### config.mk
export PLATFORM = sky130hd
export DESIGN_NAME = ecc_decoder
export DESIGN_NICKNAME = d
export VERILOG_FILES = /design/src/rtl/ecc_pkg.sv /design/src/rtl/ecc_syndrome.sv /design/src/rtl/ecc_decoder.sv
export SDC_FILE = /design/constraint.sdc
export NUM_CORES = 1
export LEC_CHECK = 0
export BUFFER_PORTS_ARGS = -buffer_cell sky130_fd_sc_hd__buf_2
export CORE_MARGIN = 4
export CORE_UTILIZATION = 50
export DETAILED_ROUTE_END_ITERATION = 8
export HOLD_SLACK_MARGIN = 0.06
export PLACE_DENSITY = 0.72
export SYNTH_ARGS = -nofsm -noshare
export SYNTH_HDL_FRONTEND = slang
export SYNTH_SLANG_ARGS = --single-unit
### constraint.sdc
create_clock -name clk -period 3.9 [get_ports clk]
set_clock_uncertainty 0.05 [all_clocks]
set_input_delay 0.975 -clock clk [delete_from_list [all_inputs] [get_ports clk]]
set_output_delay 0.975 -clock clk [all_outputs]
set_load 0.05 [all_outputs]
### src/rtl/ecc_pkg.sv
// Shared SECDED constants: H-matrix rows, frame layouts and error codes.
// Info column j is the j-th smallest R-bit value of weight >= 2.
package ecc_pkg;

  typedef enum logic [1:0] {
    M8  = 2'd0,
    M16 = 2'd1,
    M32 = 2'd2
  } mode_t;

  typedef enum logic [1:0] {
    NO_ERR  = 2'd0,
    ONE_ERR = 2'd1,
    TWO_ERR = 2'd2
  } err_t;

  localparam int K8  = 4;
  localparam int R8  = 3;
  localparam int K16 = 11;
  localparam int R16 = 4;
  localparam int K32 = 26;
  localparam int R32 = 5;

  typedef logic [25:0][4:0] col_tbl_t;

  function automatic col_tbl_t make_cols(input int r);
    col_tbl_t t;
    int j;
    t = '0;
    j = 0;
    for (int v = 1; v < 32; v++) begin
      if (v < (1 << r) && $countones(v) >= 2) begin
        t[j] = 5'(v);
        j++;
      end
    end
    return t;
  endfunction

  // Row i of H is bit R-i of every info column.
  function automatic logic [25:0] h_row(
    input col_tbl_t t,
    input int       r,
    input int       i
  );
    logic [25:0] row;
    row = '0;
    for (int j = 0; j < 26; j++) begin
      row[j] = t[j][r-i];
    end
    return row;
  endfunction

  localparam col_tbl_t COL8  = make_cols(R8);
  localparam col_tbl_t COL16 = make_cols(R16);
  localparam col_tbl_t COL32 = make_cols(R32);

  localparam logic [3:0] H1_1 = 4'(h_row(COL8, R8, 1));
  localparam logic [3:0] H1_2 = 4'(h_row(COL8, R8, 2));
  localparam logic [3:0] H1_3 = 4'(h_row(COL8, R8, 3));

  localparam logic [10:0] H2_1 = 11'(h_row(COL16, R16, 1));
  localparam logic [10:0] H2_2 = 11'(h_row(COL16, R16, 2));
  localparam logic [10:0] H2_3 = 11'(h_row(COL16, R16, 3));
  localparam logic [10:0] H2_4 = 11'(h_row(COL16, R16, 4));

  localparam logic [25:0] H3_1 = h_row(COL32, R32, 1);
  localparam logic [25:0] H3_2 = h_row(COL32, R32, 2);
  localparam logic [25:0] H3_3 = h_row(COL32, R32, 3);
  localparam logic [25:0] H3_4 = h_row(COL32, R32, 4);
  localparam logic [25:0] H3_5 = h_row(COL32, R32, 5);

endpackage

### src/rtl/ecc_syndrome.sv
// Combinational syndrome and overall parity of one frame in a given mode.
// Bits above the active frame width are never looked at.
module ecc_syndrome
  import ecc_pkg::*;
(
  input  logic [31:0] frame_i,
  input  mode_t       mode_i,
  output logic [4:0]  syn_o,
  output logic        par_o
);

  logic [3:0]  i8;
  logic [2:0]  c8;
  logic [10:0] i16;
  logic [3:0]  c16;
  logic [25:0] i32;
  logic [4:0]  c32;
  logic [2:0]  s8;
  logic [3:0]  s16;
  logic [4:0]  s32;

  assign i8  = frame_i[7:4];
  assign c8  = frame_i[2:0];
  assign i16 = frame_i[15:5];
  assign c16 = frame_i[3:0];
  assign i32 = frame_i[31:6];
  assign c32 = frame_i[4:0];

  assign s8 = {
    ^(i8 & H1_1) ^ c8[2],
    ^(i8 & H1_2) ^ c8[1],
    ^(i8 & H1_3) ^ c8[0]
  };

  assign s16 = {
    ^(i16 & H2_1) ^ c16[3],
    ^(i16 & H2_2) ^ c16[2],
    ^(i16 & H2_3) ^ c16[1],
    ^(i16 & H2_4) ^ c16[0]
  };

  assign s32 = {
    ^(i32 & H3_1) ^ c32[4],
    ^(i32 & H3_2) ^ c32[3],
    ^(i32 & H3_3) ^ c32[2],
    ^(i32 & H3_4) ^ c32[1],
    ^(i32 & H3_5) ^ c32[0]
  };

  always_comb begin
    syn_o = s32;
    par_o = ^frame_i;
    unique case (mode_i)
      M8: begin
        syn_o = {2'b00, s8};
        par_o = ^frame_i[7:0];
      end
      M16: begin
        syn_o = {1'b0, s16};
        par_o = ^frame_i[15:0];
      end
      default: ;
    endcase
  end

endmodule

### src/rtl/ecc_decoder.sv
// Two-stage SECDED decoder: stage 1 computes syndrome/parity,
// stage 2 classifies and corrects; valid/ready on both sides.
module ecc_decoder
  import ecc_pkg::*;
#(
  parameter int DATA_WIDTH = 32,
  parameter int AMBA_WORD  = 32
) (
  input  logic                  clk,
  input  logic                  rst,
  input  logic                  in_valid,
  output logic                  in_ready,
  input  logic [DATA_WIDTH-1:0] codeword_in,
  input  logic [AMBA_WORD-1:0]  CODEWORD_WIDTH,
  output logic                  out_valid,
  input  logic                  out_ready,
  output logic [DATA_WIDTH-1:0] data_out,
  output logic [1:0]            num_of_errors
);

  if (DATA_WIDTH != 8 && DATA_WIDTH != 16 && DATA_WIDTH != 32)
  begin : g_bad_width
    $error("ecc_decoder: DATA_WIDTH must be 8, 16 or 32");
  end

  logic [31:0]           frame_w;
  logic [31:0]           mask_w;
  logic [31:0]           act_w;
  mode_t                 mode_w;
  logic [4:0]            syn_w;
  logic                  par_w;

  logic                  s1_valid_q, s1_valid_d;
  logic [31:0]           s1_frame_q, s1_frame_d;
  mode_t                 s1_mode_q, s1_mode_d;
  logic [4:0]            s1_syn_q, s1_syn_d;
  logic                  s1_par_q, s1_par_d;

  logic                  s2_valid_q, s2_valid_d;
  logic [DATA_WIDTH-1:0] s2_data_q, s2_data_d;
  err_t                  s2_err_q, s2_err_d;

  logic                  s2_free;
  logic                  s1_adv;
  logic                  in_fire;

  col_tbl_t              cols_w;
  logic [25:0]           info_w;
  logic [25:0]           fix_w;
  logic [25:0]           corr_w;
  logic [31:0]           data32_w;
  logic                  unit_w;
  logic                  flip_w;
  err_t                  err_w;

  assign frame_w = 32'(codeword_in);

  // Mode is clamped to what this frame width can carry.
  always_comb begin
    mode_w = M8;
    if (DATA_WIDTH >= 16 && CODEWORD_WIDTH != '0) begin
      mode_w = M16;
    end
    if (DATA_WIDTH >= 32 && CODEWORD_WIDTH > AMBA_WORD'(1)) begin
      mode_w = M32;
    end
  end

  always_comb begin
    mask_w = 32'hFFFF_FFFF;
    unique case (mode_w)
      M8:      mask_w = 32'h0000_00FF;
      M16:     mask_w = 32'h0000_FFFF;
      default: ;
    endcase
  end

  assign act_w = frame_w & mask_w;

  ecc_syndrome u_syn (
    .frame_i (act_w),
    .mode_i  (mode_w),
    .syn_o   (syn_w),
    .par_o   (par_w)
  );

  assign s2_free  = !s2_valid_q || out_ready;
  assign s1_adv   = s1_valid_q && s2_free;
  assign in_ready = !s1_valid_q || s1_adv;
  assign in_fire  = in_valid && in_ready;

  always_comb begin
    cols_w = COL32;
    info_w = s1_frame_q[31:6];
    unique case (s1_mode_q)
      M8: begin
        cols_w = COL8;
        info_w = {22'b0, s1_frame_q[7:4]};
      end
      M16: begin
        cols_w = COL16;
        info_w = {15'b0, s1_frame_q[15:5]};
      end
      default: ;
    endcase
  end

  // Unused table entries are zero and can only match a zero syndrome.
  always_comb begin
    fix_w = '0;
    for (int j = 0; j < 26; j++) begin
      fix_w[j] = (s1_syn_q == cols_w[j]);
    end
  end

  assign unit_w = (s1_syn_q != '0) &&
                  ((s1_syn_q & (s1_syn_q - 5'd1)) == '0);

  always_comb begin
    err_w  = NO_ERR;
    flip_w = 1'b0;
    if (s1_syn_q == '0) begin
      err_w = s1_par_q ? ONE_ERR : NO_ERR;
    end else if (!s1_par_q) begin
      err_w = TWO_ERR;
    end else if (|fix_w) begin
      err_w  = ONE_ERR;
      flip_w = 1'b1;
    end else if (unit_w) begin
      err_w = ONE_ERR;
    end else begin
      err_w = TWO_ERR;
    end
  end

  assign corr_w   = flip_w ? (info_w ^ fix_w) : info_w;
  assign data32_w = {6'b0, corr_w};

  always_comb begin
    s1_valid_d = s1_valid_q;
    s1_frame_d = s1_frame_q;
    s1_mode_d  = s1_mode_q;
    s1_syn_d   = s1_syn_q;
    s1_par_d   = s1_par_q;
    if (s1_adv) begin
      s1_valid_d = 1'b0;
    end
    if (in_fire) begin
      s1_valid_d = 1'b1;
      s1_frame_d = act_w;
      s1_mode_d  = mode_w;
      s1_syn_d   = syn_w;
      s1_par_d   = par_w;
    end
  end

  always_comb begin
    s2_valid_d = s2_valid_q;
    s2_data_d  = s2_data_q;
    s2_err_d   = s2_err_q;
    if (s2_free) begin
      s2_valid_d = s1_valid_q;
    end
    if (s1_adv) begin
      s2_data_d = data32_w[DATA_WIDTH-1:0];
      s2_err_d  = err_w;
    end
  end

  always_ff @(posedge clk or negedge rst) begin
    if (!rst) begin
      s1_valid_q <= 1'b0;
      s1_frame_q <= '0;
      s1_mode_q  <= M8;
      s1_syn_q   <= '0;
      s1_par_q   <= 1'b0;
      s2_valid_q <= 1'b0;
      s2_data_q  <= '0;
      s2_err_q   <= NO_ERR;
    end else begin
      s1_valid_q <= s1_valid_d;
      s1_frame_q <= s1_frame_d;
      s1_mode_q  <= s1_mode_d;
      s1_syn_q   <= s1_syn_d;
      s1_par_q   <= s1_par_d;
      s2_valid_q <= s2_valid_d;
      s2_data_q  <= s2_data_d;
      s2_err_q   <= s2_err_d;
    end
  end

  assign out_valid     = s2_valid_q;
  assign data_out      = s2_data_q;
  assign num_of_errors = s2_err_q;

endmodule

After elaboration in Yosys (flattened, before gate mapping) --
Index checks and enable logic that the tools add are counted.
Word-level totals: word-level logic and storage cells 101, flip-flop bits (word level) 70, output and inout bits 36, bits of input ports 68
Operators by class: equality and inequality tests 28, reductions and logical operators 30, bitwise logic cells 15, add/sub/neg operators 1, multiplexer cells 18, order comparisons 1
Operators by type and width (count):
- one-hot mux 130 bit (2 select lines) | 1
- == test 5 bit | 26
- XOR reduction 26 bit | 5
- one-hot mux 32 bit (2 select lines) | 1
- one-hot mux 26 bit (2 select lines) | 1
- XOR reduction 11 bit | 4
- bitwise AND 32 bit | 1
- > comparator 32 x 1 -> 1 bit, second input constant | 1
- nonzero test 32 bit | 1
- XOR reduction 32 bit | 1
- two-way mux 26 bit | 1
- OR reduction 26 bit | 1
- XOR 26 bit | 1
- XOR reduction 16 bit | 1
- XOR reduction 4 bit | 3
- XOR 1 bit | 12
- zero test 5 bit | 2
- two-way mux 2 bit | 5
- one-hot mux 5 bit (2 select lines) | 1
- XOR reduction 8 bit | 1
- two-way mux 1 bit | 7
- bitwise AND 5 bit | 1
- nonzero test 5 bit | 1
- subtractor 5 x 1 -> 5 bit, second input constant | 1
- other kinds (7) | 13

Longest topological paths before layout --
Gate-level depths: netlist (run 1).
depth after elaboration 9, gate-level depth with buffers 9, depth with buffers taken out 7

Modules after synthesis --
Synthesis (run 1) repeated with hierarchy kept, for this count alone.
Second synthesis, totals: cells, all modules 499, area total of the unflattened synthesis 4642.0 um^2
By module, submodules not included:
- ecc_decoder | area an instance 3762.4 um^2, cells an instance 407, times used 1
- ecc_syndrome | area an instance 879.6 um^2, cells an instance 92, times used 1

Worst setup path before layout (run 1) --
OpenSTA, ideal clock, no wires.
path kind input -> register, start point input codeword_in[24], end point register s1_par_q, setup slack 1097 ps, setup time 124 ps, stages 7, arrival 2629 ps, required time 3726 ps, cells stage by stage xnor2_1 > xnor3_2 > xnor3_1 > xnor2_2 > xnor3_1 > nand2_1 > nand3_1
On the way: cells in the longest elaborated chain, start to end 3
RTL lines:
- start: declaration | line ecc_decoder.sv:13 | input logic [DATA_WIDTH-1:0] codeword_in,
- bitwise AND 32 bit | line ecc_decoder.sv:78 | assign act_w = frame_w & mask_w;
- XOR reduction 32 bit | line ecc_syndrome.sv:52 | par_o = ^frame_i;
- one-hot mux 1 bit (2 select lines) | line ecc_syndrome.sv:53 | unique case (mode_i)
- end signal: assignment | line ecc_decoder.sv:185 | s1_par_q <= s1_par_d;
- end: declaration | line ecc_decoder.sv:37 | logic s1_par_q, s1_par_d;
No other way between the ends. A chain may end at the register's enable or synchronous reset.

Worst setup path in the final report (run 1) --
start point register s1_mode_q[1], end point register s2_data_q[14] (netlist: data_out[14])
On the way: cells in the longest elaborated chain, start to end 8, elaborated cells on any way between the ends 32
RTL lines:
- start: declaration | line ecc_decoder.sv:35 | mode_t s1_mode_q, s1_mode_d;
- start signal: assignment | line ecc_decoder.sv:183 | s1_mode_q <= s1_mode_d;
- == test 2 x 1 -> 1 bit or zero test 2 bit (tied branches) | line ecc_decoder.sv:95 | unique case (s1_mode_q)
- one-hot mux 130 bit (2 select lines) | line ecc_decoder.sv:95
- == test 5 bit | line ecc_decoder.sv:112 | fix_w[j] = (s1_syn_q == cols_w[j]);
- OR reduction 26 bit | line ecc_decoder.sv:126 | end else if (|fix_w) begin
- two-way mux 1 bit | line ecc_decoder.sv:126
- two-way mux 1 bit | line ecc_decoder.sv:124 | end else if (!s1_par_q) begin
- two-way mux 1 bit | line ecc_decoder.sv:122 | if (s1_syn_q == '0) begin
- two-way mux 26 bit * | line ecc_decoder.sv:136 | assign corr_w = flip_w ? (info_w ^ fix_w) : info_w;
- end signal: assignment | line ecc_decoder.sv:187 | s2_data_q <= s2_data_d;
- end: declaration | line ecc_decoder.sv:40 | logic [DATA_WIDTH-1:0] s2_data_q, s2_data_d;
Mark *: on every way between the ends. The rest lies on a longest branch, timed or not.

==> results of run 1 <==
[final timing paths]
path	start	endpoint	slack [ns]
max in group asynchronous	rst	s1_syn_q[1]$_DFFE_PN0P_	2.25
min in group asynchronous	rst	s1_valid_q$_DFFE_PN0P_	0.79
worst min-delay path	data_out[0]$_DFFE_PN0P_	data_out[0]$_DFFE_PN0P_	0.42
worst min register to register	data_out[0]$_DFFE_PN0P_	data_out[0]$_DFFE_PN0P_	0.42
worst max register to register	s1_mode_q[1]$_DFFE_PN0P_	data_out[14]$_DFFE_PN0P_	1.04
worst max-delay path	s1_mode_q[1]$_DFFE_PN0P_	data_out[14]$_DFFE_PN0P_	1.04
[where the power goes]
part | internal, mW | switching (mW) | total, mW
Sequential | 0.833 | 0.218 | 1.05
Clock | 0.365 | 0.287 | 0.652
Combinational | 0.538 | 0.883 | 1.42
Total | 1.74 | 1.39 | 3.12
[kinds of logic after synthesis]
kind of cell / Yosys count
other: 1
xor gates and xnor gates: 91
DFF: 66
buffers and inverters: 44
muxes: 8
AOI/OAI and AO/OA: 110
and+or+nand+nor: 199
[area by class of cell]
cell class	count	area, um2
clock buffer	9	123.9
clock inverter	7	101.3
fill	800	3492
inverter	3	11.26
multi-input combinational	414	2590
sequential	66	1652
tap	108	135.1
timing repair buffer	103	530.5
[synth_stat cells (8+ instances only)]
cell      instances  share of area (%)
nand2_1         113                9.6
dfrtp_1          66                 37
xnor2_1          64                 13
o21ai_0          52                5.9
clkbuf_1         32                2.7
nor2_1           24                2.0
a21oi_1          17                1.9
xor2_1           17                3.4
nand3_1          13                1.5
nor3_1           10                1.1
nor4_1            9                1.3
mux2i_1           8                1.8
xnor3_1           8                4.1
[metal layers]
| layer | track usage, % | routed length [um] |
|---|---|---|
| met5 | 0 | 0 |
| met4 | 9.889 | 306 |
| met3 | 3.276 | 755 |
| met2 | 34.56 | 4995 |
| met1 | 30.42 | 4907 |
[worst min-delay path, cell delays in order (launching register included)]
cell and delay, ns:
dfrtp_1 0.34, nand2_1 0.05, o21ai_0 0.06
[placed cells by master (no fill, tap or decap), types with 3 or more instances in the layout]
cell type  instances
a211oi_1           5
a21oi_1           17
a221o_1            6
a22oi_1            7
a311oi_1           3
a31o_2             4
a31oi_1            3
and2_1             4
and3_1             7
buf_2             97
buf_4              6
clkbuf_8           9
conb_1             6
dfrtp_1           66
inv_1              3
mux2i_1            8
nand2_1          113
nand2b_1           5
nand3_1           13
nor2_1            24
nor3_1            10
nor4_1             9
o21ai_0           52
or3_1              5
xnor2_1           64
xnor3_1            8
xor2_1            17
[registers in the layout (all words and copies together) (netlist names)]
signal	count
data_out	26
s1_mode_q	2
s1_par_q	1
num_of_errors	2
s1_syn_q	5
s1_frame_q	28
s1_valid_q	1
out_valid	1
[stage by stage]
stage	cells	total power, mW
2_1_floorplan	524	2.145
3_3_place_gp	694	2.438
3_5_place_dp	694	2.474
4_1_cts	710	3.129
5_1_grt	710	3.329
6_report	710	3.124
==> summary.txt, run 1 <==
GRT
  – Total track usage: 22.04%
  – Vias in the first global route: 3,808
  – Initial antenna violation count: 0
  – Total grt overflow: 0
  – Largest net degree at the start of global routing: 52
  – Global-route wire length before repair: 18.12 mm

STA
  – Worst-Margin Slew: 1.124 ns
  – Final min period: 2.861 ns
  – Setup Viol. Count Final: 0
  – Max-slew violation count: 0
  – Final setup margin: 1.039 ns
  – Fmax: 349.6 MHz
  – Smallest hold slack: 0.4244 ns
  – Tcrit/Tclk final: 73.35%
  – RSZ-0062 raised after global routing: false
  – Slew headroom: 25.05%
  – Setup TNS: 0 ns
  – Fin. Hold Viols: 0

Cells and area
  – Diode count: 0
  – Fin util: 59.56%
  – Layout cell share with drive strength beyond 1: 21.10%
  – Synthesis-to-layout area growth: 16.59%
  – Nets: 665
  – Post-route cell area: 5144 um2

Routing
  – Total number of vias: 3,929
  – Post-DR wirelength/cell: 15.45 um
  – Residual DRC: 0
  – Vias/cell: 5.534
  – Initial drt markers: 194
  – Total Routed Length: 10.97 mm
  – Drt pass-1 iters: 5
  – Detail Route Antenna Nets: 0

Synth
  – Synth cell types: 45
  – Main combinational cell family by area after synthesis: XOR/XNOR gates
  – Xor/xnor share of the synthesized area: 21.07%
  – Yosys warnings: 0
  – Ys flop type: dfrtp_1
  – Compound-gate portion of the synthesized area: 15.43%
  – Sequential-to-total area share from yosys stat: 37.44%
  – EDFF count, synth: 0
  – Multiplexer share of the synthesized area: 1.815%
  – Post-synthesis simple-gate area fraction: 19.88%
  – Ys async rst share: 100.0%
  – Gate Count Post-Synth: 519
  – Post-Syn Area: 4412 um2
  – Syn avg cell area: 8.500 um2
  – Synthesized-area fraction occupied by adder cells: 0%
  – Yosys reg bits: 66

Clocking
  – Clock Latency Late Sink: 0.35 ns
  – Clk sinks: 66
  – Post-cts gate resize count: 0
  – Clock root buffer: clkbuf_8
  – CTS Buffer Depth: 2
  – Reg clk slew, reported paths: 0.08 ns
  – Clock H-tree levels: 3
  – Hold-fix buffers at CTS: 0
  – Num CTS Buffers: 9
  – # Post-CTS Setup Buffers: 0
  – TritonCTS clock tree: built

Critical path
  – Crit end category: flip-flop
  – Reg2reg path depth: 7
  – Crit-path max FO: 25
  – Critical Path Max Stage Delay: 0.81 ns
  – CP bufs+invs: 0
  – Worst EP arrival: 3.05 ns
  – Critical-path cell list: nor2_1 -> nor3_1 -> a21oi_1 -> o221ai_1 -> nand2_1 -> o311a_1 -> a221o_1
  – Startpoint Class: flip-flop
  – Slowest CP cell: dfrtp_1
  – Worst Setup Path Type: reg -> reg
  – CP required: 4.09 ns
  – Cell family with most CP delay: compound AO/OA/AOI/OAI gates
  – Worst path depth: 7

Floorplan
  – Row cnt: 34
  – Starting density of the core: 51.09%
  – DIE WIDTH: 101.9 um
  – Vert. Die Dim: 101.9 um
  – IO Count: 104
  – Die Area: 10,390 um2
  – Core box area: 8636 um2

Min path
  – Hold path depth: 2
  – Hold Path Class: reg -> reg

Placed design
  – HPWL after DPL: 8.368 mm
  – Setup Slack @ Placement: 0.8061 ns
  – GPL Wtd Cong: 0.8839
  – Port Buf Inserts: 97
  – Post-place instance area: 4918 um2

Power and ir drop
  – Leakage: 2.325 nW
  – Peak VDD IR: 0.2393 mV
  – Cell Pwr Density: 607.3 nW/um2

Outcome
  – Status: finished clean

Run
  – Max-cap viol count: 0
Power figures use the tool's default switching activity.
==> inputs of run 2 (changes only) <==
--- a/config.mk
+++ b/config.mk
@@ -7,10 +7,10 @@
 export LEC_CHECK = 0
 export BUFFER_PORTS_ARGS = -buffer_cell sky130_fd_sc_hd__buf_2
 export CORE_MARGIN = 4
-export CORE_UTILIZATION = 50
+export CORE_UTILIZATION = 49
 export DETAILED_ROUTE_END_ITERATION = 8
 export HOLD_SLACK_MARGIN = 0.06
-export PLACE_DENSITY = 0.72
+export PLACE_DENSITY = 0.74
 export SYNTH_ARGS = -nofsm -noshare
 export SYNTH_HDL_FRONTEND = slang
 export SYNTH_SLANG_ARGS = --single-unit
==> constraint.sdc (replaced) <==
create_clock -name clk -period 2.5 [get_ports clk]
set_clock_uncertainty 0.05 [all_clocks]
set_input_delay 0.625 -clock clk [delete_from_list [all_inputs] [get_ports clk]]
set_output_delay 0.625 -clock clk [all_outputs]
set_load 0.05 [all_outputs]
==> summary.txt, run 2 (synthesis results as in run 1) <==
Cells and area
  – Commonest non-fill, non-tap cells in the layout: 113 x nand2_1, 97 x buf_2, 66 x dfrtp_1
  – Seq. cell area: 1652 um2 (unchanged)
  – Diode count: 0 (unchanged)
  – Multi-input gate area in the final layout: 2596 um2 (+0.24%)
  – Most common cell after layout, fill and taps aside: nand2_1
  – Nets: 695 (+4.5%)
  – Most flop-heavy register: s1_frame_q
  – Synthesis-to-layout area growth: 21.16%
  – Post-route cell area: 5345 um2 (+3.9%)
  – Layout cell share with drive strength beyond 1: 25.00% (+3.9 points)
  – Max FFs per register: 28 (unchanged)
  – Fin util: 61.29% (+1.7 points)
  – Final std cells w/o fill: 740 (+4.2%)
  – Fillcell total: 773 (-3.4%)

STA
  – Worst-Margin Slew: 1.052 ns (-0.07189 ns)
  – Setup Viol. Count Final: 0 (unchanged)
  – Fmax: 424.3 MHz
  – Max-slew violation count: 0 (unchanged)
  – Final min period: 2.357 ns
  – Smallest hold slack: 0.1523 ns (-0.2721 ns)
  – Slew headroom: 29.85% (+4.8 points)
  – Final setup margin: 0.1432 ns (-0.8962 ns)
  – RSZ-0062 raised after global routing: false
  – Setup TNS: 0 ns (unchanged)
  – Fin. Hold Viols: 0 (unchanged)
  – Tcrit/Tclk final: 94.27%

Clocking
  – CTS Buffer Depth: 2 (unchanged)
  – Hold-fix buffers at CTS: 0 (unchanged)
  – Clk sinks: 66 (unchanged)
  – TritonCTS clock tree: built
  – Reg clk slew, reported paths: 0.09 ns (about the same)
  – # Post-CTS Setup Buffers: 0 (unchanged)
  – Clock root buffer: clkbuf_8
  – Clock Latency Late Sink: 0.36 ns (about the same)
  – Post-cts gate resize count: 0 (unchanged)
  – Num CTS Buffers: 9 (unchanged)
  – Clock H-tree levels: 3 (unchanged)

Floorplan
  – IO Count: 104 (unchanged)
  – Vert. Die Dim: 102.9 um (+0.93%)
  – DIE WIDTH: 102.9 um (+0.93%)
  – Starting density of the core: 50.59% (-0.50 points)
  – Core box area: 8721 um2 (+0.99%)
  – Die Area: 10,590 um2 (+1.9%)
  – Row cnt: 34 (unchanged)

Placed design
  – Port Buf Inserts: 97 (unchanged)
  – HPWL after DPL: 8.570 mm (+2.4%)
  – GPL Wtd Cong: 0.9353 (+5.8%)
  – Setup Slack @ Placement: -0.2042 ns (-1.010 ns)
  – Placed cells: 724 (+4.3%)
  – Post-place instance area: 5156 um2 (+4.8%)

Routing
  – Detail Route Antenna Nets: 0 (unchanged)
  – Total Routed Length: 10.86 mm (-0.99%)
  – Total number of vias: 3,989 (+1.5%)
  – Post-DR wirelength/cell: 14.67 um (-5.0%)
  – Vias/cell: 5.391 (-2.6%)
  – Residual DRC: 0 (unchanged)
  – Initial drt markers: 159 (-18%)
  – Drt pass-1 iters: 5 (unchanged)

GRT
  – Global-route wire length before repair: 18.23 mm (+0.61%)
  – Vias in the first global route: 3,957 (+3.9%)
  – Largest net degree at the start of global routing: 41 (-21%)
  – Initial antenna violation count: 0 (unchanged)
  – Total track usage: 21.75% (-0.29 points)
  – Total grt overflow: 0 (unchanged)

Power and ir drop
  – Clock Power Share: 17.2% (-3.7 points)
  – Cell Pwr Density: 913.6 nW/um2 (+50%)
  – Leakage: 2.455 nW (+5.6%)
  – Internal power: 2.670 mW (+54%)
  – Combinational Power Share: 51.6% (+6.1 points)
  – Switching Fraction: 45.33% (+0.91 points)
  – Final total power: 4.883 mW (+56%)
  – Sequential power share: 31.2% (-2.4 points)
  – Peak VDD IR: 0.4293 mV (+79%)
  – Switching Power: 2.214 mW (+60%)

Critical path
  – Crit end category: flip-flop
  – Worst Setup Path Type: in -> reg
  – Worst EP arrival: 2.54 ns (-0.51 ns)
  – Startpoint Class: input port
  – Crit-path max FO: 2 (-92%)
  – CP required: 2.68 ns (-1.41 ns)

Run
  – Max-cap viol count: 0 (unchanged)

Min path
  – Hold Path Class: in -> async

Outcome
  – Status: finished clean
-- run 2: cell count changes in the layout (fill, tap and decap cells not counted) --
cell       before  now
buf_12          0    1
buf_4           6   35
bufinv_16       2    0
inv_6           2    4
o221ai_1        1    0
o221ai_2        0    1
-- run 2: area by class of cell --
type | count | share of cell area [%]
sequential | 66 | 30.90
clock inverter | 7 | 1.100
clock buffer | 9 | 2.317
tap | 108 | 2.528
inverter | 3 | 0.2107
multi-input combinational | 414 | 48.57
timing repair buffer | 133 | 14.37
-- run 2: path summary, 6_finish.rpt --
| check | cells after the start | slack (ns) | endpoint | start |
|---|---|---|---|---|
| worst max-delay path | 8 | 0.14 | s1_par_q$_DFFE_PN0P_ | codeword_in[24] |
| worst min-delay path | 1 | 0.15 | s1_frame_q[22]$_DFFE_PN0P_ | rst |
| worst max register to register | 7 | 0.26 | data_out[14]$_DFFE_PN0P_ | s1_syn_q[0]$_DFFE_PN0P_ |
| worst min register to register | 2 | 0.43 | data_out[0]$_DFFE_PN0P_ | data_out[0]$_DFFE_PN0P_ |
| max in group asynchronous | 2 | 1.55 | num_of_errors[0]$_DFFE_PN0P_ | rst |
| min in group clk | 2 | 0.42 | s1_valid_q$_DFFE_PN0P_ | in_valid |
-- run 2: worst max-delay path: stages --
cell and delay [ns]:
buf_2 0.11, xnor2_1 0.21, xnor3_2 0.46, xnor3_1 0.41, xnor2_2 0.16, xnor3_1 0.41, nand2_1 0.08, nand3_1 0.07
-- run 2: power groups by stage --
stage,clock [mW],combinational (mW),sequential [mW]
5_1_grt,0.893,2.74,1.56
3_5_place_dp,0,2.49,1.54
2_1_floorplan,0,1.45,1.89
6_report,0.842,2.52,1.52
4_1_cts,0.853,2.51,1.52
3_3_place_gp,0,2.44,1.53
-- run 2: per-layer routing --
layer | track usage [%] | wire length (um) | part of all wire, %
met1 | 29.59 | 4883 | 45
met2 | 34.68 | 4942 | 46
met3 | 3.315 | 794 | 7.3
met4 | 9.163 | 237 | 2.2
met5 | 0 | 0 | 0
